==> src/rtl/simple_processor_pkg.sv <==
// Shared types and constants for the simple processor datapath units.
package simple_processor_pkg;

  localparam int unsigned DATA_WIDTH  = 32;
  localparam int unsigned SHAMT_WIDTH = $clog2(DATA_WIDTH);

  // Logic-op encodings are unchanged from the combinational unit; shifts are appended.
  typedef enum logic [3:0] {
    AND = 4'd0,
    OR  = 4'd1,
    XOR = 4'd2,
    NOT = 4'd3,
    SLL = 4'd4,
    SRL = 4'd5,
    SRA = 4'd6,
    ROL = 4'd7
  } func_t;

  typedef enum logic [1:0] {
    IDLE  = 2'd0,
    SHIFT = 2'd1,
    DONE  = 2'd2
  } state_t;

  function automatic logic is_shift_op(func_t f);
    return (f == SLL) || (f == SRL) || (f == SRA) || (f == ROL);
  endfunction

endpackage

==> src/rtl/alu_shift_step.sv <==
// One partial shift of up to SHIFT_STEP positions for the iterative shifter.
module alu_shift_step
  import simple_processor_pkg::*;
#(
  parameter int unsigned DATA_WIDTH = 32,
  parameter int unsigned SHIFT_STEP = 1,
  localparam int unsigned STEP_W    = $clog2(SHIFT_STEP + 1)
) (
  input  logic [DATA_WIDTH-1:0] i_data,
  input  func_t                 i_func,
  input  logic [STEP_W-1:0]     i_amount,
  input  logic                  i_sign,
  output logic [DATA_WIDTH-1:0] o_data
);

  logic [2*DATA_WIDTH-1:0] w_dbl;
  logic [DATA_WIDTH-1:0]   w_ones;
  logic [DATA_WIDTH-1:0]   w_fill;

  // Rotation via a doubled word; sign fill as a mask of the vacated high bits.
  always_comb begin
    w_ones = '1;
    w_dbl  = {i_data, i_data} << i_amount;
    w_fill = ~(w_ones >> i_amount);
  end

  // Select the shift flavour for this step.
  always_comb begin
    o_data = i_data;
    case (i_func)
      SLL:     o_data = i_data << i_amount;
      SRL:     o_data = i_data >> i_amount;
      SRA:     o_data = (i_data >> i_amount) | (i_sign ? w_fill : '0);
      ROL:     o_data = w_dbl[2*DATA_WIDTH-1:DATA_WIDTH];
      default: o_data = i_data;
    endcase
  end

endmodule

==> src/rtl/alu_seq_unit.sv <==
// Registered, valid/ready logic unit with an iterative multi-cycle shifter.
module alu_seq_unit
  import simple_processor_pkg::*;
#(
  parameter int unsigned DATA_WIDTH = simple_processor_pkg::DATA_WIDTH,
  parameter int unsigned SHIFT_STEP = 1
) (
  input  logic                  clk_i,
  input  logic                  arst_ni,
  input  logic                  in_valid_i,
  output logic                  in_ready_o,
  input  logic [DATA_WIDTH-1:0] rs1_data_i,
  input  logic [DATA_WIDTH-1:0] rs2_data_i,
  input  func_t                 func_i,
  output logic                  out_valid_o,
  input  logic                  out_ready_i,
  output logic [DATA_WIDTH-1:0] rd_data_o,
  output logic                  zero_o,
  output logic                  illegal_o
);

  localparam int unsigned SHAMT_W = $clog2(DATA_WIDTH);
  localparam int unsigned CNT_W   = SHAMT_W + 1;
  localparam int unsigned STEP_W  = $clog2(SHIFT_STEP + 1);

  if (!(SHIFT_STEP >= 1 && SHIFT_STEP <= DATA_WIDTH &&
        (SHIFT_STEP & (SHIFT_STEP - 1)) == 0)) begin : g_bad_step
    $error("alu_seq_unit: SHIFT_STEP must be a power of two in 1..DATA_WIDTH");
  end

  state_t                r_state;
  state_t                w_next_state;
  func_t                 r_func;
  logic                  r_sign;
  logic [DATA_WIDTH-1:0] r_work;
  logic [DATA_WIDTH-1:0] r_result;
  logic [CNT_W-1:0]      r_remaining;
  logic                  r_zero;
  logic                  r_illegal;

  logic                  w_in_ready;
  logic                  w_out_valid;
  logic                  w_accept;
  logic [SHAMT_W-1:0]    w_shamt;
  logic                  w_direct;
  logic [DATA_WIDTH-1:0] w_logic;
  logic                  w_illegal;
  logic [STEP_W-1:0]     w_step;
  logic                  w_last;
  logic [DATA_WIDTH-1:0] w_shifted;

  assign w_shamt  = rs2_data_i[SHAMT_W-1:0];
  // Logic ops, illegal funcs and zero-distance shifts finish in the accept cycle.
  assign w_direct = !(is_shift_op(func_i) && (w_shamt != '0));
  assign w_accept = in_valid_i && w_in_ready;

  // Single-cycle result computed directly from the incoming operands.
  always_comb begin
    w_logic   = '0;
    w_illegal = 1'b0;
    case (func_i)
      AND:               w_logic = rs1_data_i & rs2_data_i;
      OR:                w_logic = rs1_data_i | rs2_data_i;
      XOR:               w_logic = rs1_data_i ^ rs2_data_i;
      NOT:               w_logic = ~rs1_data_i;
      SLL, SRL, SRA, ROL: w_logic = rs1_data_i;
      default:           w_illegal = 1'b1;
    endcase
  end

  // Step size this cycle: min(SHIFT_STEP, remaining).
  always_comb begin
    if (r_remaining < CNT_W'(SHIFT_STEP)) begin
      w_step = STEP_W'(r_remaining);
    end else begin
      w_step = STEP_W'(SHIFT_STEP);
    end
    w_last = (r_remaining == CNT_W'(w_step));
  end

  alu_shift_step #(
    .DATA_WIDTH (DATA_WIDTH),
    .SHIFT_STEP (SHIFT_STEP)
  ) u_shift_step (
    .i_data   (r_work),
    .i_func   (r_func),
    .i_amount (w_step),
    .i_sign   (r_sign),
    .o_data   (w_shifted)
  );

  // State register.
  always_ff @(posedge clk_i or negedge arst_ni) begin
    if (!arst_ni) begin
      r_state <= IDLE;
    end else begin
      r_state <= w_next_state;
    end
  end

  // Next-state: DONE can accept a new op on the same edge its result leaves.
  always_comb begin
    w_next_state = r_state;
    case (r_state)
      IDLE: begin
        if (w_accept) w_next_state = w_direct ? DONE : SHIFT;
      end
      SHIFT: begin
        if (w_last) w_next_state = DONE;
      end
      DONE: begin
        if (w_accept)         w_next_state = w_direct ? DONE : SHIFT;
        else if (out_ready_i) w_next_state = IDLE;
      end
      default: w_next_state = IDLE;
    endcase
  end

  // Handshake outputs per state; ready in DONE follows the consumer.
  always_comb begin
    w_in_ready  = 1'b1;
    w_out_valid = 1'b0;
    case (r_state)
      IDLE:  w_in_ready = 1'b1;
      SHIFT: w_in_ready = 1'b0;
      DONE: begin
        w_out_valid = 1'b1;
        w_in_ready  = out_ready_i;
      end
      default: w_in_ready = 1'b1;
    endcase
  end

  // Operand capture, iterative shifting and result/flag loading.
  always_ff @(posedge clk_i or negedge arst_ni) begin
    if (!arst_ni) begin
      r_func      <= AND;
      r_sign      <= 1'b0;
      r_work      <= '0;
      r_result    <= '0;
      r_remaining <= '0;
      r_zero      <= 1'b0;
      r_illegal   <= 1'b0;
    end else if (w_accept) begin
      r_func      <= func_i;
      r_sign      <= rs1_data_i[DATA_WIDTH-1];
      r_work      <= rs1_data_i;
      r_remaining <= CNT_W'(w_shamt);
      if (w_direct) begin
        r_result  <= w_logic;
        r_zero    <= (w_logic == '0);
        r_illegal <= w_illegal;
      end
    end else if (r_state == SHIFT) begin
      r_work      <= w_shifted;
      r_remaining <= r_remaining - CNT_W'(w_step);
      if (w_last) begin
        r_result  <= w_shifted;
        r_zero    <= (w_shifted == '0);
        r_illegal <= 1'b0;
      end
    end
  end

  assign in_ready_o  = w_in_ready;
  assign out_valid_o = w_out_valid;
  assign rd_data_o   = r_result;
  assign zero_o      = r_zero;
  assign illegal_o   = r_illegal;

endmodule
==> config.mk <==
export PLATFORM = sky130hd
export DESIGN_NAME = alu_seq_unit
export DESIGN_NICKNAME = d
export VERILOG_FILES = /design/src/rtl/simple_processor_pkg.sv /design/src/rtl/alu_shift_step.sv /design/src/rtl/alu_seq_unit.sv
export SDC_FILE = /design/constraint.sdc
export NUM_CORES = 1
export LEC_CHECK = 0
export ABC_CLOCK_PERIOD_IN_PS = 4300
export CAP_MARGIN = 25
export CORE_MARGIN = 8
export CORE_UTILIZATION = 45
export CTS_CLUSTER_SIZE = 28
export DETAILED_ROUTE_END_ITERATION = 7
export DONT_BUFFER_PORTS = 1
export GPL_ROUTABILITY_DRIVEN = 0
export SLEW_MARGIN = 0
export SYNTH_ARGS = -nofsm -noshare
export SYNTH_HDL_FRONTEND = slang
export SYNTH_HIERARCHICAL = 1
export SYNTH_SLANG_ARGS = --single-unit
==> constraint.sdc <==
create_clock -name clk_i -period 4.3 [get_ports clk_i]
set_input_delay 0.645 -clock clk_i [delete_from_list [all_inputs] [get_ports clk_i]]
set_output_delay 0.645 -clock clk_i [all_outputs]
set_load 0.05 [all_outputs]
==> impl_metrics.prom <==
# TYPE chip_impl_metric gauge
chip_impl_metric{name="nNetsFinal",unit=""} 988
chip_impl_metric{name="cts_repair_resize_count",unit=""} 0
chip_impl_metric{name="timing.critical_path.arrival",unit="ns"} 3.65
chip_impl_info{name="main_combinational_cell_family_by_area_after_synthesis",value="compound AO/OA/AOI/OAI gates"} 1
chip_impl_metric{name="number_of_global_route_vias_before_repair",unit=""} 6329
chip_impl_metric{name="holdBufCountCts",unit=""} 2
chip_impl_metric{name="dr.pass1.iters",unit=""} 5
chip_impl_metric{name="power-per-cell-area",unit="nW/um^2"} 575
chip_impl_metric{name="post_drt_via_cell_ratio",unit=""} 6.27
chip_impl_info{name="worst_hold_path_type",value="input pin to asynchronous set/reset pin"} 1
chip_impl_metric{name="cp.required",unit="ns"} 4.56
chip_impl_metric{name="final_layout_size_suffix_gt1_frac",unit=""} 0.0549
chip_impl_metric{name="drt_drc_violations_left",unit=""} 0
chip_impl_metric{name="asyncSetResetFlopFracSynth",unit=""} 1.00
chip_impl_metric{name="clock_sinks",unit=""} 79
chip_impl_metric{name="power.static_leakage",unit="nW"} 3.42
chip_impl_metric{name="arithmetic_cell_share_of_the_synthesized_area_counting_full_adders_half_adders_and_majority_gates",unit=""} 0.118
chip_impl_metric{name="synth.yosys.seq_area_share",unit=""} 0.286
chip_impl_info{name="status",value="completed"} 1
chip_impl_info{name="setup_repair_after_global_routing_missed_its_margin",value="false"} 1
chip_impl_metric{name="routedWlPerCell",unit="um"} 22.8
chip_impl_metric{name="grt_pass1_wl",unit="mm"} 36.8
chip_impl_metric{name="post_synth_instance_area",unit="um^2"} 6900
chip_impl_metric{name="area_delta_synth_final",unit="%"} 5.45
chip_impl_info{name="final_common_cell",value="nand2_1"} 1
chip_impl_metric{name="grt_overflow_total",unit=""} 0
chip_impl_metric{name="timing.final.hold_violations",unit=""} 0
chip_impl_metric{name="yosys-mux-area-fraction",unit=""} 0.0736
chip_impl_info{name="synth_ff_type",value="dfrtp_1"} 1
chip_impl_metric{name="synthesis.nets",unit=""} 1024
chip_impl_metric{name="drt.antenna.violating_nets",unit=""} 0
chip_impl_metric{name="synth.yosys.warnings",unit=""} 6
chip_impl_info{name="timing_worst_setup_path_type",value="register to register"} 1
chip_impl_metric{name="worst-path-max-fanout",unit=""} 63
chip_impl_info{name="layout.cells.most_common_list",value="nand2_1, dfrtp_1, nor2_1"} 1
chip_impl_metric{name="post-route-min-period",unit="ns"} 3.39
chip_impl_metric{name="detailroute.via_count",unit=""} 6541
chip_impl_info{name="cts_tree",value="built"} 1
chip_impl_metric{name="cap_viol_max_count",unit=""} 0
chip_impl_metric{name="grt_max_degree",unit=""} 97
chip_impl_metric{name="syn_avg_cell_area",unit="um^2"} 7.78
chip_impl_metric{name="fmaxAchievable",unit="GHz"} 0.295
chip_impl_metric{name="power.ir.vdd_worst",unit="mV"} 0.248
chip_impl_metric{name="initial_core_utilization",unit=""} 0.458
chip_impl_metric{name="netlist_instances",unit=""} 887
chip_impl_metric{name="utilization",unit=""} 0.483
chip_impl_metric{name="edff_count_synth",unit=""} 0
chip_impl_metric{name="period_share",unit=""} 0.788
chip_impl_metric{name="numCtsBuffers",unit=""} 9
chip_impl_metric{name="timing.max_slew.rel_slack",unit=""} 0.361
chip_impl_metric{name="chipHeight",unit="um"} 140
chip_impl_metric{name="dr.first_iter.drc_count",unit=""} 845
chip_impl_metric{name="place.detailed.hpwl",unit="mm"} 18.1
chip_impl_metric{name="portBuffers",unit=""} 0
chip_impl_metric{name="least_margin_pin_slew",unit="ns"} 0.955
chip_impl_metric{name="finalSetupTns",unit="ns"} 0
chip_impl_metric{name="post_synth_and_or_nand_nor_area_fraction",unit=""} 0.194
chip_impl_metric{name="groute.usage.overall",unit=""} 0.242
chip_impl_metric{name="fp.dieArea",unit="um^2"} 19600
chip_impl_metric{name="num_antenna_cells",unit=""} 0
chip_impl_metric{name="cts.clk_slew.worst_paths",unit="ns"} 0.07
chip_impl_metric{name="top_level_ports",unit=""} 108
chip_impl_info{name="start_kind",value="register"} 1
chip_impl_metric{name="routed_wirelength",unit="mm"} 23.8
chip_impl_metric{name="finalClockSkew",unit="ns"} 0.0121
chip_impl_metric{name="ctsLongestPathBuffers",unit=""} 2
chip_impl_metric{name="synth_cell_type_count",unit=""} 67
chip_impl_metric{name="core_outline_area",unit="um^2"} 15100
chip_impl_metric{name="dieWidth",unit="um"} 140
chip_impl_metric{name="final-setup-viol-count",unit=""} 0
chip_impl_metric{name="floorplan.rows",unit=""} 45
chip_impl_metric{name="synth_compound_gate_area_share",unit=""} 0.242
chip_impl_info{name="root_buffer_selected_by_cts",value="clkbuf_16"} 1
chip_impl_metric{name="antenna_found_initial",unit=""} 0
chip_impl_metric{name="nFillCells",unit=""} 1482
chip_impl_metric{name="htree_num_levels",unit=""} 3
chip_impl_metric{name="clock_latency_on_the_worst_skew_pair",unit="ns"} 0.34
chip_impl_metric{name="maxSlewViolCount",unit=""} 0
chip_impl_metric{name="post_cts.repair.setup_buffers",unit=""} 0
chip_impl_metric{name="synth-seq-cells",unit=""} 79
chip_impl_metric{name="synthXorXnorAreaFrac",unit=""} 0.00362
chip_impl_info{name="cp-end-kind",value="register"} 1
final timing paths:
path / from / end / slack, ns / cells after the start
setup reg to reg: r_remaining[4] / zero_o / 0.91 / 10
setup / recovery: r_remaining[4] / zero_o / 0.91 / 10
min in group clk_i: rs2_data_i[3] / r_remaining[3] / 0.43 / 2
hold reg to reg: r_func[3] / r_func[3] / 0.48 / 2
max in group asynchronous: arst_ni / rd_data_o[22] / 2.92 / 1
hold / removal: arst_ni / r_remaining[3] / 0.16 / 1
cells by family (layout without fill, tap and decap cells):
logic type,Yosys count,in the layout
multiplexers,49,49
flip-flops,79,79
buffers and inverters,132,101
XOR/XNOR,2,2
adder cells (fa/ha/maj),65,65
AO/OA/AOI/OAI,259,259
AND/OR/NAND/NOR,301,301
synth_stat cells (all sizes together), types with 5 or more instances:
| master | count | area share |
|---|---|---|
| a221oi | 5 | 0.0063 |
| ha | 65 | 0.12 |
| inv | 71 | 0.039 |
| nor2 | 80 | 0.046 |
| nor3 | 8 | 0.0065 |
| a22oi | 25 | 0.027 |
| mux2i | 44 | 0.064 |
| o211ai | 14 | 0.015 |
| nand2b | 8 | 0.0072 |
| o21ai | 82 | 0.059 |
| nor4 | 13 | 0.013 |
| a32oi | 7 | 0.0089 |
| nor2b | 11 | 0.010 |
| a211oi | 11 | 0.012 |
| o22ai | 5 | 0.0045 |
| dfrtp | 79 | 0.29 |
| a31oi | 11 | 0.010 |
| a221o | 9 | 0.013 |
| a21oi | 56 | 0.041 |
| or2 | 5 | 0.0045 |
| clkbuf | 28 | 0.015 |
| nand2 | 148 | 0.080 |
| buf | 32 | 0.029 |
| nand3 | 10 | 0.0072 |
final cells by class:
type,instances,area [um^2],area share
clock buffer,11,243,0.0333
sequential,79,1980,0.272
timing repair buffer,13,118,0.0162
multi-input combinational,676,4380,0.602
tap,188,235,0.0323
inverter,72,270,0.0371
clock inverter,5,57.6,0.00791
where the power goes:
part	total, mW	switching, mW	leakage (nW)	internal (mW)
clock	0.769	0.305	0.138	0.465
combinational	1.54	0.956	2.31	0.581
sequential	1.88	0.849	0.972	1.03
flip-flops by register name, indices dropped and copies added, names as in the netlist:
register and flops:
illegal_o 1, r_func 4, r_remaining 6, r_sign 1, r_state 2, r_work 32
rd_data_o 32, zero_o 1
layer usage:
| layer | vias up | track usage | part of all wire |
|---|---|---|---|
| li1 | 3052 | - | - |
| met1 | 3105 | 0.292 | 0.40 |
| met2 | 323 | 0.372 | 0.44 |
| met3 | 61 | 0.0961 | 0.11 |
| met4 | 0 | 0.109 | 0.042 |
| met5 | - | 0 | 0 |
metrics by stage:
stage | total power, mW | setup WS [ns] | hold WS [ns] | cell area [um^2] | cells
floorplan | 2.99 | 1.53 | 0.349 | 6900 | 887
global placement | 3.33 | 1.13 | 0.352 | 6940 | 1025
detailed placement | 3.39 | 1.00 | 0.352 | 6940 | 1025
CTS | 4.18 | 1.01 | 0.175 | 7280 | 1043
global route | 4.44 | 0.650 | 0.169 | 7280 | 1044
finish | 4.19 | 0.913 | 0.159 | 7280 | 1044
critical path, stage by stage, from the launching register on:
cell	delay [ns]
dfrtp_1	0.41
or4_4	0.59
or3_1	0.35
nand3b_1	0.09
buf_4	0.48
o21ai_1	0.24
nor4_1	0.49
nand4_1	0.17
nor4_1	0.27
nor2_1	0.07
o22ai_1	0.12
Note: power is estimated with default switching activity, not from simulation.
